## config.mk

```make
export PLATFORM = sky130hd
export DESIGN_NAME = div_arbiter
export DESIGN_NICKNAME = d
export VERILOG_FILES = /design/src/rtl/div_arbiter.sv
export SDC_FILE = /design/constraint.sdc
export NUM_CORES = 1
export LEC_CHECK = 0
export CELL_PAD_IN_SITES_DETAIL_PLACEMENT = 1
export CELL_PAD_IN_SITES_GLOBAL_PLACEMENT = 2
export CORE_ASPECT_RATIO = 0.6
export CORE_MARGIN = 4
export CORE_UTILIZATION = 22
export CTS_CLUSTER_DIAMETER = 50
export DETAILED_ROUTE_END_ITERATION = 8
export PLACE_DENSITY_LB_ADDON = 0.1
export SYNTH_ARGS = -nofsm -noshare
export SYNTH_HDL_FRONTEND = slang
export SYNTH_SLANG_ARGS = --single-unit
```

## constraint.sdc

```tcl
create_clock -name CLK -period 2.1 [get_ports CLK]
set_input_delay 0.315 -clock CLK [delete_from_list [all_inputs] [get_ports CLK]]
set_output_delay 0.315 -clock CLK [all_outputs]
set_load 0.01 [all_outputs]
```

## src/rtl/div_arbiter.sv

```systemverilog
// div_arbiter
// Round-robin scheduler that time-shares one registered signed divider among
// NREQ requesters. A winner's operands are latched in IDLE, the divider is
// clocked for exactly one cycle in ISSUE, and its result is captured at the
// end of WAIT and returned with a one-cycle DONE pulse to the winner.
//
// Optional feature macro: DIV_ZERO_CHECK_EN
//   defined   : a zero divisor never reaches the divider; the result is
//               QUOT_OUT = 0, REM_OUT = dividend, DZ_ERR = 1 with the same latency.
//   undefined : every operation goes to the divider, DZ_ERR is tied low.
//
// Ports
//   CLK, NRST    clock (rising edge), asynchronous active-low reset
//   REQ          per-requester request level
//   DIVIDEND_IN  packed signed dividends, requester i at [i*WIDTH +: WIDTH]
//   DIVISOR_IN   packed signed divisors, same packing
//   ACK          one-hot pulse: operands of that requester captured
//   DONE         one-hot pulse: QUOT_OUT/REM_OUT/DZ_ERR valid for that requester
//   QUOT_OUT     signed quotient, held until the next DONE
//   REM_OUT      signed remainder, held until the next DONE
//   DZ_ERR       divide-by-zero flag, valid with DONE
//   DIV_SCLR     divider synchronous clear, follows ~NRST
//   DIV_CE       divider clock enable, high for the ISSUE cycle only
//   DIV_A/DIV_B  divider dividend/divisor, always the latched operands
//   DIV_Q/DIV_R  divider quotient/remainder, valid in WAIT

module div_arbiter #(
  parameter int NREQ  = 4,
  parameter int WIDTH = 32
) (
  input  logic                  CLK,
  input  logic                  NRST,
  input  logic [NREQ-1:0]       REQ,
  input  logic [NREQ*WIDTH-1:0] DIVIDEND_IN,
  input  logic [NREQ*WIDTH-1:0] DIVISOR_IN,
  output logic [NREQ-1:0]       ACK,
  output logic [NREQ-1:0]       DONE,
  output logic [WIDTH-1:0]      QUOT_OUT,
  output logic [WIDTH-1:0]      REM_OUT,
  output logic                  DZ_ERR,
  output logic                  DIV_SCLR,
  output logic                  DIV_CE,
  output logic [WIDTH-1:0]      DIV_A,
  output logic [WIDTH-1:0]      DIV_B,
  input  logic [WIDTH-1:0]      DIV_Q,
  input  logic [WIDTH-1:0]      DIV_R
);

  localparam int IW = $clog2(NREQ);
  localparam logic [IW-1:0] LAST_IDX = IW'(NREQ - 1);

  typedef enum logic [1:0] {
    IDLE  = 2'd0,
    ISSUE = 2'd1,
    WAIT  = 2'd2
  } state_t;

  state_t           state, next_state;
  logic [IW-1:0]    ptr;          // last granted requester (lowest priority)
  logic [IW-1:0]    win;          // requester owning the current operation
  logic [IW-1:0]    grant_idx;
  logic [IW-1:0]    cand;
  logic             grant_valid;
  logic [WIDTH-1:0] sel_a, sel_b;
  logic [WIDTH-1:0] opa, opb;

  // ---------------------------------------------------------------------------
  // Round-robin pick: scan from the farthest candidate back to ptr+1 so the
  // nearest requested index after ptr is the last one written and wins.
  // ---------------------------------------------------------------------------
  always_comb begin
    // NOTE: every variable driven here gets a default first, so no path can
    // leave it unassigned and infer a latch.
    grant_valid = 1'b0;
    grant_idx   = ptr;
    cand        = '0;
    for (int k = NREQ; k >= 1; k--) begin
      cand = IW'((int'(ptr) + k) % NREQ);
      if (REQ[cand]) begin
        grant_valid = 1'b1;
        grant_idx   = cand;
      end
    end
  end

  always_comb begin
    sel_a = DIVIDEND_IN[grant_idx*WIDTH +: WIDTH];
    sel_b = DIVISOR_IN[grant_idx*WIDTH +: WIDTH];
  end

  // ---------------------------------------------------------------------------
  // FSM
  // ---------------------------------------------------------------------------
  always_ff @(posedge CLK or negedge NRST) begin
    // NOTE: sequential state uses non-blocking assignments so every register
    // samples the pre-edge values regardless of statement order.
    if (!NRST) state <= IDLE;
    else       state <= next_state;
  end

  always_comb begin
    next_state = state;
    case (state)
      IDLE:    if (grant_valid) next_state = ISSUE;
      ISSUE:   next_state = WAIT;
      WAIT:    next_state = IDLE;
      default: next_state = IDLE;
    endcase
  end

  // ---------------------------------------------------------------------------
  // Datapath. An asserted reset drops any in-flight operation: WAIT is left
  // before it can raise DONE.
  // ---------------------------------------------------------------------------
`ifdef DIV_ZERO_CHECK_EN
  logic zero_div;
  logic dz_q;
`endif

  always_ff @(posedge CLK or negedge NRST) begin
    if (!NRST) begin
      // NOTE: the operand and result registers are ordinary flops, not a
      // memory, so they take the reset and read as zero after reset.
      ptr      <= LAST_IDX;
      win      <= '0;
      opa      <= '0;
      opb      <= '0;
      ACK      <= '0;
      DONE     <= '0;
      DIV_CE   <= 1'b0;
      QUOT_OUT <= '0;
      REM_OUT  <= '0;
`ifdef DIV_ZERO_CHECK_EN
      zero_div <= 1'b0;
      dz_q     <= 1'b0;
`endif
    end else begin
      ACK    <= '0;
      DONE   <= '0;
      DIV_CE <= 1'b0;
      case (state)
        IDLE: begin
          if (grant_valid) begin
            opa <= sel_a;
            opb <= sel_b;
            win <= grant_idx;
            ptr <= grant_idx;
            ACK <= NREQ'(1) << grant_idx;
`ifdef DIV_ZERO_CHECK_EN
            zero_div <= (sel_b == '0);
            DIV_CE   <= (sel_b != '0);
`else
            DIV_CE   <= 1'b1;
`endif
          end
        end
        WAIT: begin
          DONE <= NREQ'(1) << win;
`ifdef DIV_ZERO_CHECK_EN
          if (zero_div) begin
            QUOT_OUT <= '0;
            REM_OUT  <= opa;
            dz_q     <= 1'b1;
          end else begin
            QUOT_OUT <= DIV_Q;
            REM_OUT  <= DIV_R;
            dz_q     <= 1'b0;
          end
`else
          QUOT_OUT <= DIV_Q;
          REM_OUT  <= DIV_R;
`endif
        end
        default: ;
      endcase
    end
  end

`ifdef DIV_ZERO_CHECK_EN
  assign DZ_ERR = dz_q;
`else
  assign DZ_ERR = 1'b0;
`endif

  assign DIV_SCLR = ~NRST;
  assign DIV_A    = opa;
  assign DIV_B    = opb;

endmodule

```

==> impl_metrics.env <==
export IMPL_status="finished with violations"
export IMPL_violations="hold timing"
export IMPL_numPlacedInstances=1434
export IMPL_gp_congestion=0.735
export IMPL_slew_viol_final=0
export IMPL_end_kind="flip-flop"
export IMPL_grt_antenna_before_repair=2
export IMPL_post_synth_inst_count=551
export IMPL_ys_types=34
export IMPL_synthArstFlopShare=1.00
export IMPL_rsz0062_at_grt="yes"
export IMPL_initial_utilization=0.224
export IMPL_drtIter0Drc=178
export IMPL_fmaxAchievable_ghz=0.508
export IMPL_ir_worst_vdd_uv=617
export IMPL_wl_met3_mm=1.83
export IMPL_grt_use_total=0.173
export IMPL_final_setup_viol_count=0
export IMPL_synth_ff_type="dfrtp_1"
export IMPL_cp_num_buf_inv=3
export IMPL_final_cell_mix="clkdlybuf4s50_1, dfrtp_1, mux2i_1"
export IMPL_hold_worst_slack_ns=-0.00105
export IMPL_overflow=0
export IMPL_grt_pass1_wl_mm=47.4
export IMPL_core_um2=32500
export IMPL_seq_power_share=0.258
export IMPL_hp_class="in2async"
export IMPL_required_ns=2.41
export IMPL_netlist_area_um2=7290
export IMPL_power_density_nw_per_um2=1420
export IMPL_postCtsHoldBufs=0
export IMPL_clock_latency_ns=0.44
export IMPL_die_h_um=149
export IMPL_die_w_um=243
export IMPL_cp_top_family="buffers and inverters"
export IMPL_cts_sinks=143
export IMPL_synth_nets=877
export IMPL_p_clk_frac=0.167
export IMPL_synth_warnings=0
export IMPL_syn_area_per_cell_um2=13.2
export IMPL_via_per_inst=4.33
export IMPL_final_common_cell="clkdlybuf4s50_1"
export IMPL_power_total_uw=18900
export IMPL_switching_share=0.365
export IMPL_slowest_delay_ns=0.57
export IMPL_p_comb_frac=0.575
export IMPL_drive_gt1_frac=0.194
export IMPL_wl_met1_mm=13.4
export IMPL_cp_slowest_cell="dfstp_2"
export IMPL_dpl_hpwl_mm=24.7
export IMPL_start_kind="flip-flop"
export IMPL_ys_ff_latch=143
export IMPL_synth_edf_count=0
export IMPL_cts_buffers_inserted=17
export IMPL_io_buffers=463
export IMPL_firstDrtPassIters=4
export IMPL_total_leakage_power_uw=0.00552
export IMPL_fin_crit_ns=1.97
export IMPL_wirelength_mm=31.6
export IMPL_post_cts_buffers=0
export IMPL_ioPinCount=465
export IMPL_tightest_slew_ns=0.876
export IMPL_cp_common_cell="buf_12"
export IMPL_clk_transition_reported_paths_ns=0.06
export IMPL_grt_pass1_vias=7269
export IMPL_relSlewSlack=0.416
export IMPL_drc_errors=0
export IMPL_ctsResizeCount=0
export IMPL_skew_ns=0.0124
export IMPL_yosysSeqAreaShare=0.491
export IMPL_root_buffer="clkbuf_16"
export IMPL_power_net_switching_uw=6910
export IMPL_p_int_uw=12000
export IMPL_syn_to_final_growth_pct=82.2
export IMPL_routed_top_layer="met5"
export IMPL_die_area_um2=36200
export IMPL_path_cells="buf_4 > o211ai_1 > o221ai_4 > buf_12 > buf_12 > mux2i_2 > o221ai_2"
export IMPL_clockBufferDepth=2
export IMPL_cp_max_fo=24
export IMPL_drv_cap=0
export IMPL_fin_cells=1467
export IMPL_path_class="reg2reg"
export IMPL_crit_arrival_ns=2.28
export IMPL_hold_viol_final=1
export IMPL_htreeDepth=4
export IMPL_routedWlPerCell_um=21.5
export IMPL_nets=1355
export IMPL_final_period_utilization=0.938
export IMPL_routed_wl_met2_mm=15.8
export IMPL_fill_cells=3443
export IMPL_num_rows=51
export IMPL_via_count=6355
export IMPL_grt_max_degree=144
export IMPL_cts_tree="built"
export IMPL_ant_nets=0
## flip-flops by register name, summed over array words and instances, names as in the netlist
register,count
ACK,4
DIV_A,32
DIV_B,32
DIV_CE,1
DONE,4
QUOT_OUT,32
REM_OUT,32
ptr,2
state,2
win,2
## power groups by stage
| stage | logic (uW) | clock network [uW] | registers [uW] |
|---|---|---|---|
| after floorplan | 5110 | 0 | 5470 |
| after global placement | 11100 | 0 | 4890 |
| after detailed placement | 11100 | 0 | 4920 |
| after CTS | 11100 | 3290 | 4900 |
| after global routing | 11700 | 3410 | 5080 |
| final | 10900 | 3160 | 4890 |
## synth_stat cells, types with 2 or more instances
master | count | share of area
nand2_1 | 70 | 0.036
dfstp_2 | 2 | 0.0072
nor2_1 | 8 | 0.0041
buf_8 | 5 | 0.010
a21oi_1 | 2 | 0.0014
clkbuf_1 | 8 | 0.0041
o221ai_2 | 54 | 0.11
nor2b_1 | 2 | 0.0017
buf_1 | 4 | 0.0021
dfrtp_1 | 141 | 0.48
o221ai_1 | 11 | 0.013
buf_6 | 5 | 0.0077
clkbuf_4 | 3 | 0.0031
buf_4 | 10 | 0.010
mux2i_1 | 128 | 0.18
buf_2 | 11 | 0.0075
mux2_2 | 64 | 0.099
inv_1 | 5 | 0.0026
o21ai_1 | 3 | 0.0021
## cell type report
cell class	count	area [um2]	area share
Antenna cell	1	2.50	0.000188
Sequential cell	143	3580	0.270
Clock inverter	11	130	0.00979
Inverter	6	27.5	0.00207
Tap cell	424	531	0.0399
Timing Repair Buffer	505	5160	0.389
Multi-Input combinational cell	356	3390	0.255
Clock buffer	21	460	0.0347
## through the flow
step | instance area [um2] | hold slack [ns] | setup TNS [ns] | utilization | setup WS, ns
2_1_floorplan | 7290 | 0.0194 | 0 | - | 0.312
3_3_place_gp | 12700 | 0.438 | -7.69 | 0.390 | -0.166
3_5_place_dp | 12700 | 0.445 | -8.20 | 0.390 | -0.180
4_1_cts | 13300 | 0.0553 | 0 | 0.408 | 0.0925
5_1_grt | 13300 | 0.0449 | -0.00573 | 0.408 | -0.00407
6_report | 13300 | -0.00105 | 0 | 0.408 | 0.130
## per-layer routing
layer,vias to the layer above,global-route usage
met5,-,0
met3,26,0.0544
met4,2,0.0467
met2,183,0.298
met1,3136,0.212
li1,3008,-
## logic make-up after synthesis
logic type / after synthesis / synth area share
mux: 192 / 0.274
other cells: 1 / 0.000514
buf+inv: 52 / 0.0489
flops: 143 / 0.491
compound gates: 74 / 0.134
simple gates: 89 / 0.0510
## path summary, 6_finish.rpt
kind,slack [ns],depth (start not counted),from,endpoint
hold / removal,-0.001,2,NRST,REM_OUT[0]
setup / recovery,0.13,7,ptr[1],DIV_A[12]
max in group asynchronous,1.43,2,NRST,DIV_B[12]
hold reg to reg,0.45,1,state[1],state[1]
min in group CLK,0.45,1,state[1],state[1]
setup reg to reg,0.13,7,ptr[1],DIV_A[12]
No activity file was read; power rests on OpenSTA's default activity.
